--- config.mk ---
export PLATFORM = sky130hd
export DESIGN_NAME = bzone_input_ctrl
export DESIGN_NICKNAME = d
export VERILOG_FILES = /design/src/rtl/bzone_input_pkg.sv /design/src/rtl/bzone_debounce.sv /design/src/rtl/bzone_input_ctrl.sv
export SDC_FILE = /design/constraint.sdc
export NUM_CORES = 1
export LEC_CHECK = 0
export BUFFER_PORTS_ARGS = -buffer_cell sky130_fd_sc_hd__buf_2
export CORE_ASPECT_RATIO = 0.5
export CORE_UTILIZATION = 40
export DETAILED_ROUTE_END_ITERATION = 7
export SETUP_SLACK_MARGIN = 0.3
export SLEW_MARGIN = 20
export SYNTH_ARGS = -nofsm -noshare
export SYNTH_HDL_FRONTEND = slang
export SYNTH_SLANG_ARGS = --single-unit
export TNS_END_PERCENT = 1
--- constraint.sdc ---
create_clock -name clk_i -period 4 [get_ports clk_i]
set_input_delay 0.4 -clock clk_i [delete_from_list [all_inputs] [get_ports clk_i]]
set_output_delay 0.4 -clock clk_i [all_outputs]
set_load 0.02 [all_outputs]
--- src/rtl/bzone_input_pkg.sv ---
// Shared types and constants for the Battlezone / Bradley / Red Baron input conditioner.
package bzone_input_pkg;

    typedef enum logic [1:0] {
        MOD_BZ       = 2'd0,
        MOD_BRADLEY  = 2'd1,
        MOD_REDBARON = 2'd2
    } mod_e;

    // Bit positions inside the raw MiSTer joystick word
    localparam int J_R      = 0;
    localparam int J_L      = 1;
    localparam int J_D      = 2;
    localparam int J_U      = 3;
    localparam int J_FIRE   = 4;
    localparam int J_START1 = 5;
    localparam int J_START2 = 6;
    localparam int J_COIN   = 7;

    typedef enum logic [1:0] {
        IDLE     = 2'd0,
        PULSE    = 2'd1,
        GAP      = 2'd2,
        WAIT_REL = 2'd3
    } coin_st_e;

    // Tread commands {W_fw, W_bk, X_fw, X_bk}
    localparam logic [3:0] TR_U    = 4'b1010;
    localparam logic [3:0] TR_UL   = 4'b0010;
    localparam logic [3:0] TR_UR   = 4'b1000;
    localparam logic [3:0] TR_R    = 4'b1001;
    localparam logic [3:0] TR_DR   = 4'b0100;
    localparam logic [3:0] TR_D    = 4'b0101;
    localparam logic [3:0] TR_DL   = 4'b0001;
    localparam logic [3:0] TR_L    = 4'b0110;
    localparam logic [3:0] TR_NONE = 4'b0000;

    // {U,D,L,R} -> tread command; opposing or absent directions stop both treads
    function automatic logic [3:0] tread_map(input logic [3:0] udlr);
        case (udlr)
            4'b1000: tread_map = TR_U;
            4'b1010: tread_map = TR_UL;
            4'b1001: tread_map = TR_UR;
            4'b0001: tread_map = TR_R;
            4'b0101: tread_map = TR_DR;
            4'b0100: tread_map = TR_D;
            4'b0110: tread_map = TR_DL;
            4'b0010: tread_map = TR_L;
            default: tread_map = TR_NONE;
        endcase
    endfunction

endpackage

--- src/rtl/bzone_debounce.sv ---
// One-bit two-flop synchroniser followed by a stable-time debouncer.
module bzone_debounce
#(
    parameter int DB_CYCLES = 250000
)
(
    input  logic clk_i,
    input  logic rst_n,
    input  logic din,
    output logic dout
);

    localparam int              CW     = $clog2(DB_CYCLES + 1);
    localparam logic [CW-1:0]   CNT_TC = CW'(DB_CYCLES - 1);

    logic          sync1;
    logic          sync2;
    logic [CW-1:0] cnt;

    // Bring the asynchronous switch into the clock domain
    always_ff @(posedge clk_i or negedge rst_n) begin
        if (!rst_n) begin
            sync1 <= 1'b0;
            sync2 <= 1'b0;
        end else begin
            sync1 <= din;
            sync2 <= sync1;
        end
    end

    // Accept a new level only after it has been stable for DB_CYCLES cycles
    always_ff @(posedge clk_i or negedge rst_n) begin
        if (!rst_n) begin
            cnt  <= '0;
            dout <= 1'b0;
        end else if (sync2 == dout) begin
            cnt <= '0;
        end else if (cnt == CNT_TC) begin
            cnt  <= '0;
            dout <= sync2;
        end else begin
            cnt <= cnt + 1'b1;
        end
    end

endmodule

--- src/rtl/bzone_input_ctrl.sv ---
// Cabinet input conditioner: debounce, tread map, coin pulse shaper, Red Baron analog mux.
// Optional feature: define BZ_AUTOFIRE_EN to make a held fire button toggle every AF_HALF cycles.
//
// Coin FSM
//   state    | meaning
//   IDLE     | waiting for a rising edge of the debounced coin switch
//   PULSE    | coin output active for COIN_CYCLES cycles
//   GAP      | coin output forced inactive for COIN_GAP cycles, presses ignored
//   WAIT_REL | waiting for the coin switch to be released
module bzone_input_ctrl
    import bzone_input_pkg::*;
#(
    parameter int DB_CYCLES   = 250000,
    parameter int COIN_CYCLES = 2500000,
    parameter int COIN_GAP    = 2500000,
    parameter int AF_HALF     = 5000000
)
(
    input  logic        clk_i,
    input  logic        btnCpuReset,
    input  logic [15:0] joy_i,
    input  logic [15:0] joya_i,
    input  logic [1:0]  mod_i,
    input  logic        audiosel_i,
    output logic [7:0]  JB_o,
    output logic [7:0]  buttons_o,
    output logic [7:0]  redbaron_btn_o
);

    localparam int TMAX = (COIN_CYCLES > COIN_GAP) ? COIN_CYCLES : COIN_GAP;
    localparam int TW   = $clog2(TMAX + 1);

    logic [7:0]    db;
    logic [1:0]    mod_q;
    logic          mod_chg;
    logic          is_rb;
    coin_st_e      coin_st, coin_st_nxt;
    logic [TW-1:0] coin_tmr, coin_tmr_nxt;
    logic          coin_prev;
    logic          coin_q_nxt;
    logic          fire_eff;
    logic [3:0]    tread;
    logic [7:0]    jb_nxt, btn_nxt, rb_nxt;
    logic          unused_joy_hi;

    assign unused_joy_hi = ^joy_i[15:8];

    for (genvar gi = 0; gi < 8; gi++) begin : g_db
        bzone_debounce #(.DB_CYCLES(DB_CYCLES)) u_db (
            .clk_i (clk_i),
            .rst_n (btnCpuReset),
            .din   (joy_i[gi]),
            .dout  (db[gi])
        );
    end

    assign mod_chg = (mod_i != mod_q);
    assign is_rb   = (mod_i == MOD_REDBARON);

    // Coin FSM state, its down-counting timer and edge-detect history
    always_ff @(posedge clk_i or negedge btnCpuReset) begin
        if (!btnCpuReset) begin
            coin_st   <= IDLE;
            coin_tmr  <= '0;
            coin_prev <= 1'b0;
            mod_q     <= MOD_BZ;
        end else begin
            coin_st   <= coin_st_nxt;
            coin_tmr  <= coin_tmr_nxt;
            coin_prev <= db[J_COIN];
            mod_q     <= mod_i;
        end
    end

    // Coin FSM next state; a game-mode change drops any pulse in progress
    always_comb begin
        coin_st_nxt  = coin_st;
        coin_tmr_nxt = coin_tmr;
        case (coin_st)
            IDLE: begin
                if (db[J_COIN] && !coin_prev) begin
                    coin_st_nxt  = PULSE;
                    coin_tmr_nxt = TW'(COIN_CYCLES - 1);
                end
            end
            PULSE: begin
                if (coin_tmr == '0) begin
                    coin_st_nxt  = GAP;
                    coin_tmr_nxt = TW'(COIN_GAP - 1);
                end else begin
                    coin_tmr_nxt = coin_tmr - 1'b1;
                end
            end
            GAP: begin
                if (coin_tmr == '0) begin
                    coin_st_nxt = WAIT_REL;
                end else begin
                    coin_tmr_nxt = coin_tmr - 1'b1;
                end
            end
            WAIT_REL: begin
                if (!db[J_COIN]) begin
                    coin_st_nxt = IDLE;
                end
            end
            default: begin
                coin_st_nxt = IDLE;
            end
        endcase
        if (mod_chg) begin
            coin_st_nxt  = IDLE;
            coin_tmr_nxt = '0;
        end
    end

    // Coin output is taken from the next state so it lines up with the other registered outputs
    assign coin_q_nxt = (coin_st_nxt == PULSE);

`ifdef BZ_AUTOFIRE_EN
    localparam int            AW    = $clog2(AF_HALF + 1);
    localparam logic [AW-1:0] AF_TC = AW'(AF_HALF - 1);

    logic [AW-1:0] af_cnt;
    logic          af_ph;

    // Autofire half-period timer; phase restarts high on every new press
    always_ff @(posedge clk_i or negedge btnCpuReset) begin
        if (!btnCpuReset) begin
            af_cnt <= '0;
            af_ph  <= 1'b1;
        end else if (!db[J_FIRE] || mod_chg) begin
            af_cnt <= '0;
            af_ph  <= 1'b1;
        end else if (af_cnt == AF_TC) begin
            af_cnt <= '0;
            af_ph  <= ~af_ph;
        end else begin
            af_cnt <= af_cnt + 1'b1;
        end
    end

    assign fire_eff = db[J_FIRE] & af_ph;
`else
    localparam int AF_HALF_UNUSED = AF_HALF;

    assign fire_eff = db[J_FIRE];
`endif

    assign tread = tread_map({db[J_U], db[J_D], db[J_L], db[J_R]});

    // Per-game output byte mapping
    always_comb begin
        jb_nxt  = 8'h00;
        btn_nxt = 8'h00;
        rb_nxt  = 8'h00;
        if (is_rb) begin
            jb_nxt  = {~coin_q_nxt, db[J_START1], db[J_START2], fire_eff,
                       db[J_D], db[J_U], db[J_R], db[J_L]};
            btn_nxt = 8'd128 + (audiosel_i ? joya_i[7:0] : joya_i[15:8]);
            rb_nxt  = {fire_eff, db[J_START1], 6'b000000};
        end else begin
            jb_nxt  = {coin_q_nxt, db[J_START1], db[J_START2], fire_eff, tread};
            btn_nxt = {2'b00, db[J_START1], db[J_START2] | fire_eff, tread};
        end
    end

    // Output registers
    always_ff @(posedge clk_i or negedge btnCpuReset) begin
        if (!btnCpuReset) begin
            JB_o           <= 8'h00;
            buttons_o      <= 8'h00;
            redbaron_btn_o <= 8'h00;
        end else begin
            JB_o           <= jb_nxt;
            buttons_o      <= btn_nxt;
            redbaron_btn_o <= rb_nxt;
        end
    end

endmodule

==> reports/results.txt, run 1 <==
Slew Limit Fails = 0
die area = 0.02593 mm2
status = completed
post-synthesis mux area share = 1.808%
Antenna diodes = 0
post-synthesis cell type count = 61
post-synthesis compound-gate area fraction = 6.106%
I/O pin cnt = 61
DRT iter0 DRCs = 551
min Tclk post-route = 2.755 ns
Adder-Cell Fraction of Synth Area = 1.734%
pre-CTS WS = 1.271 ns
# rows = 40
fin crit share = 68.87%
Post-synth EDFFs = 0
hpwl dp = 13060 um
WL met1 = 9358 um
Sum Neg Setup Slack = 0 ns
synthesized cell area = 0.01010 mm2
vias per cell = 5.155
RR Endpoint = coin_tmr[15]
Die X = 226.7 um
endpoints failing setup = 0
RSZ-0062 raised after global routing = false
largest family of logic cells by synthesized area = simple AND/OR/NAND/NOR gates
root buf cell = clkbuf_16
post-synthesis instance total = 1017
GP Congestion = 0.8191
wirelength, routed = 19340 um
Synth top area share = 52.76%
Design Area, Final = 0.01144 mm2
Avg Synthesized Cell Area = 9.933 um2
reg2reg path depth = 5
core area = 0.02437 mm2
grt ovf = 0
worst-path maximum fanout = 8
Layout area overhead = 13.23%
CTS buffer count = 21
Synth Flop Type = dfrtp_1
Area after DPL = 0.01068 mm2
routed wl met2 = 8978 um
Setup Skew = 0.01942 ns
CTS clk-pin slew, worst paths = 0.06 ns
final net count = 1121
Non-Filler Instances = 1420
WS Path Type = reg2reg
WHS Endpoint = mod_q[0]
total power = 4.456 mW
global router's overall resource usage = 15.70%
Ys Warns = 0
Layout Utilization = 46.93%
CTS tree = built
first-pass GRT wire length = 34160 um
clk buf depth = 3
hold_sp = mod_i[0]
CP Data Required Time = 4.41 ns
share of cells above drive strength 1 = 10.61%
worst min path class = in2reg
post-cts sizing count = 0
Final ANT Viol Nets = 0
wire length per cell = 13.62 um
critical path launch point = coin_tmr[5]
Synth Area in Simple Gates = 23.20%
Setup WS post-layout = 1.245 ns
Synth async-reset ratio = 100.0%
Area contributors post-synth = dfrtp_1, nor2_1, xnor2_1, xor2_1, nand3_1
total number of vias = 7320
TritonRoute pass-1 iters = 5
Max Clk Rate = 363.0 MHz
Synth Area in XOR/XNOR = 11.96%
Die Span Y = 114.4 um
startpoint class of the critical path = flip-flop
LEAKAGE = 4.974 nW
WP data arrival = 3.16 ns
largest net degree at the start of global routing = 93
DR WL met3 = 633 um
hold path depth = 1
antenna violations before repair = 0
P per Cell Area = 389.5 mW/mm2
maximum vdd drop = 250.9 uV
max_slew headroom = 31.41%
r2r startpoint = coin_tmr[5]
Yosys top cell by area = dfrtp_1
worst hold margin = 0.06787 ns
Synth Register Bits = 213
postcts setup bufs = 0
clk sinks = 213
Final Hold Viols = 0
Seq/Total Area, Yosys = 52.76%
Residual DRC = 0
Initial Utilization = 41.45%
IO Port Bufs = 46
reg2reg setup slack = 1.25 ns
Fillers = 2295
via count of the first global-routing pass = 7284
Worst-Margin Slew = 1.024 ns
Top Layer Used = met4
max_cap viols = 0
htree depth = 1
Placed Cells = 1374
crit end category = flip-flop
Skew-Pair Late Insertion Delay = 0.50 ns
-- placed cells by master (no fill, tap or decap), types with 6 or more instances in the layout --
cell type	synthesis	routed
a21oi_1	23	23
and4_1	9	9
buf_2	1	45
clkbuf_1	27	7
clkbuf_16	0	21
conb_1	1	6
dfrtp_1	213	213
dlygate4sd3_1	0	9
ha_1	14	14
inv_1	22	22
mux2_2	10	10
mux2i_1	7	7
nand2_1	58	58
nand2b_1	13	13
nand3_1	72	72
nand4_1	28	28
nor2_1	196	196
nor2b_1	7	7
nor3_1	28	28
nor4_1	34	34
o21ai_0	20	20
o31ai_1	7	7
or2_2	10	10
or4_1	6	6
xnor2_1	69	69
xor2_1	69	69
-- registers in the layout, indices dropped and copies added (netlist names) --
signal	count
coin_st	2
g_db.u_db.dout	8
coin_tmr	22
JB_o	8
g_db.u_db.sync2	8
coin_prev	1
buttons_o	8
redbaron_btn_o	2
g_db.u_db.cnt	144
mod_q	2
g_db.u_db.sync1	8
-- routing by layer --
layer  global-route usage, %  vias up
li1                        -     3610
met1                   21.75     3581
met2                   25.79      104
met3                   2.540       25
met4                   3.829        0
met5                       0        -
-- layout make-up --
type / instances / area, um2 / share of cell area (%)
multi-input combinational: 751 / 4549 / 39.77
sequential: 213 / 5330 / 46.60
tap: 336 / 420.4 / 3.675
clock inverter: 7 / 88.84 / 0.7766
clock buffer: 30 / 579.3 / 5.065
timing repair buffer: 61 / 387.9 / 3.391
inverter: 22 / 82.58 / 0.7219
-- worst max-delay path by stage --
stage | endpoint | cells after the start | slack [ns]
after floorplan | coin_tmr[20] | 7 | 1.47
after global placement | coin_tmr[20] | 7 | 1.33
after detailed placement | coin_tmr[15] | 5 | 1.27
after CTS | coin_tmr[15] | 5 | 1.26
after global routing | coin_tmr[16] | 5 | 0.95
final | coin_tmr[15] | 5 | 1.25
-- synth_stat cells, drive strengths merged, types with 4 or more instances --
cell type and number:
a32o 5, nor4 34, or3 9, nand2b 13, or2 10, nand2 58
nor2b 7, o22ai 4, mux2 10, and4 9, inv 22, or4 7
xnor2 69, buf 9, xor2 69, o21ai 20, ha 14, nand3 72
nor3 28, dfrtp 213, a21oi 23, nor2 196, o31ai 8, mux2i 7
nand4 28, clkbuf 27
-- report_power, final --
part | switching (mW) | total [mW] | internal, mW
logic | 0.189 | 0.284 | 0.0948
clock network | 0.805 | 1.94 | 1.14
registers | 0.0323 | 2.23 | 2.20
total | 1.03 | 4.46 | 3.43
-- cells by family after synthesis --
logic type,after synthesis
xor+xnor,138
simple gates,485
flops,213
buf+inv,58
other cells,1
compound gates,91
mux,17
fa+ha+maj,14
-- worst max-delay path: stages (launching register included) --
cell      delay, ns
dfrtp_1        0.44
or4_1          0.67
nor4_1         0.83
nand2_1        0.17
a2111o_1       0.42
a21oi_1        0.16
-- repair_timing --
action	CTS	global route
hold buffers	9	0
endpoints found under the setup margin	0	0
hold endpoints to repair	95	0
Power figures use the tool's default switching activity.
==> run 2: changes to the inputs <==
==> constraint.sdc (replaced) <==
create_clock -name clk_i -period 2.5 [get_ports clk_i]
set_input_delay 0.25 -clock clk_i [delete_from_list [all_inputs] [get_ports clk_i]]
set_output_delay 0.25 -clock clk_i [all_outputs]
set_load 0.02 [all_outputs]
==> run 2 against run 1 <==
Net effect:
- the flow now finishes with violations (negative setup slack)
- design area increased by 5.6%
- clock skew decreased by 0.012 ns
- hold slack got worse by 0.026 ns
- cell count increased by 2.8%
- maximum frequency increased by 8.5%
- combinational power increased by 91%
- non-clock buffer count increased by 37
- via count increased by 1.7%
- die area unchanged
- largest power group is now the clock network
- highest routed layer unchanged
==> reports/results.txt, run 2 (same netlist as run 1, synthesis figures left out) <==
failing checks = negative setup slack
vias per cell = 5.101
Die Span Y = 114.4 um
Clk pwr share = 47.9%
startpoint class of the critical path = flip-flop
WS Path Type = reg2reg
clk sinks = 213
die area = 0.02593 mm2
r2r startpoint = coin_tmr[0]
RSZ-0062 raised after global routing = true
Die X = 226.7 um
worst-path maximum fanout = 3
TritonRoute pass-1 iters = 4
I/O pin cnt = 61
wire length per cell = 13.87 um
Layout Utilization = 49.56%
max reg flops = 144
htree depth = 1
hold_sp = joya_i[0]
max_slew headroom = 64.66%
crit end category = flip-flop
fin crit share = 101.6%
Pint = 6.092 mW
met1 usage = 22.30%
Fillers = 2233
worst min path class = in2reg
largest net degree at the start of global routing = 69
grt ovf = 0
hold path depth = 3
Antenna diodes = 0
CTS buffer count = 22
share of cells above drive strength 1 = 16.55%
antenna violations before repair = 0
P_sw = 1.799 mW
max_cap viols = 0
total power = 7.891 mW
P per Cell Area = 653.3 mW/mm2
Final Hold Viols = 0
LEAKAGE = 5.281 nW
most frequent cells in the layout = dfrtp_1, nor2_1, nand3_1
Comb power frac = 6.9%
DRT iter0 DRCs = 437
pre-CTS WS = -0.09318 ns
clk buf depth = 3
CP Data Required Time = 2.95 ns
Non-Filler Instances = 1460
maximum vdd drop = 495.1 uV
status = complete, but fails checks
hpwl dp = 13890 um
GR peak layer = met2
# rows = 40
total number of vias = 7448
endpoints failing setup = 1
switching share of power = 22.79%
Initial Utilization = 41.45%
wirelength, routed = 20250 um
Worst-Margin Slew = 0.5301 ns
critical path launch point = coin_tmr[0]
Setup WS post-layout = -0.04000 ns
Residual DRC = 0
Slew Limit Fails = 0
WP data arrival = 2.99 ns
met3 Use GR = 3.105%
sequential power share = 45.2%
Setup Skew = 0.007718 ns
min Tclk post-route = 2.540 ns
GRT met2 Usage = 27.91%
CTS clk-pin slew, worst paths = 0.06 ns
GP Congestion = 0.8073
biggest registers after layout = g_db.u_db.cnt (144), coin_tmr (22)
Layout area overhead = 19.57%
Skew-Pair Late Insertion Delay = 0.52 ns
global router's overall resource usage = 16.63%
via count of the first global-routing pass = 7525
commonest non-fill, non-tap cell in the layout = dfrtp_1
Final ANT Viol Nets = 0
worst hold margin = 0.04149 ns
Largest Register = g_db.u_db.cnt
Placed Cells = 1403
Max Clk Rate = 393.7 MHz
IO Port Bufs = 46
CTS tree = built
first-pass GRT wire length = 35530 um
core area = 0.02437 mm2
root buf cell = clkbuf_16
reg2reg path depth = 7
final net count = 1159
run 2: changes by cell type in the layout (fill, tap and decap cells not counted), moves of 4 or more:
| cell | change |
|---|---|
| o21ai_0 | -6 |
| ha_1 | -4 |
| buf_4 | +30 |
| bufinv_16 | +4 |
| nand2_1 | -4 |
| dlygate4sd3_1 | +6 |
| clkbuf_1 | -6 |
| nor4_1 | -4 |
run 2: metrics by stage:
| stage | cell area, um2 | TNS (ns) |
|---|---|---|
| floorplan | 10120 | -0.02071 |
| global placement | 10900 | -0.03516 |
| detailed placement | 10900 | -0.09318 |
| CTS | 12020 | -0.02584 |
| global route | 12080 | -0.09654 |
| finish | 12080 | -0.04000 |
run 2: worst paths after layout:
kind                                        to  slack (ns)
setup / recovery                  coin_tmr[20]       -0.04
hold / removal                    buttons_o[0]        0.04
setup reg to reg                  coin_tmr[20]       -0.04
hold reg to reg             g_db[7].u_db.sync2        0.35
max in group asynchronous         buttons_o[2]        1.48
min in group asynchronous  g_db[0].u_db.cnt[1]        0.26
run 2: cell type report:
cell class	instances	area, um2	area share (%)
clock buffers	27	609.3	5.045
multi-input cells	751	4710	38.99
well taps	336	420.4	3.480
repair buffers	98	684.4	5.666
inverters	22	82.58	0.6837
flip-flops and latches	213	5331	44.14
clock inverters	13	241.5	1.999
run 2: power groups by stage:
stage | registers [mW] | logic [mW] | clock network, mW
5_1_grt | 3.57 | 0.606 | 4.01
3_3_place_gp | 3.63 | 0.486 | 0
6_report | 3.57 | 0.542 | 3.78
2_1_floorplan | 3.63 | 0.272 | 0
3_5_place_dp | 3.63 | 0.496 | 0
4_1_cts | 3.57 | 0.534 | 3.88
run 2: critical path, cell delays in order, from the launching register on:
cell	delay (ns)
dfrtp_1	0.40
inv_2	0.09
ha_4	0.13
or4b_4	0.46
or3_4	0.35
or4_4	0.42
or4_1	0.48
a21oi_1	0.13
run 2: what timing repair did:
item | CTS | global route
resized for setup | 23 | 21
endpoints found under the hold margin | 75 | 0
pin swaps | 9 | 15
hold buffers | 15 | 0
setup buffers | 1 | 1
gates cloned | 0 | 0
endpoints found under the setup margin | 23 | 38
run 2: routing by layer:
| metal | vias to the layer above | wire length [um] |
|---|---|---|
| met5 | - | 0 |
| met3 | 25 | 573 |
| met4 | 0 | 324 |
| met1 | 3670 | 9759 |
| li1 | 3676 | - |
| met2 | 77 | 9593 |
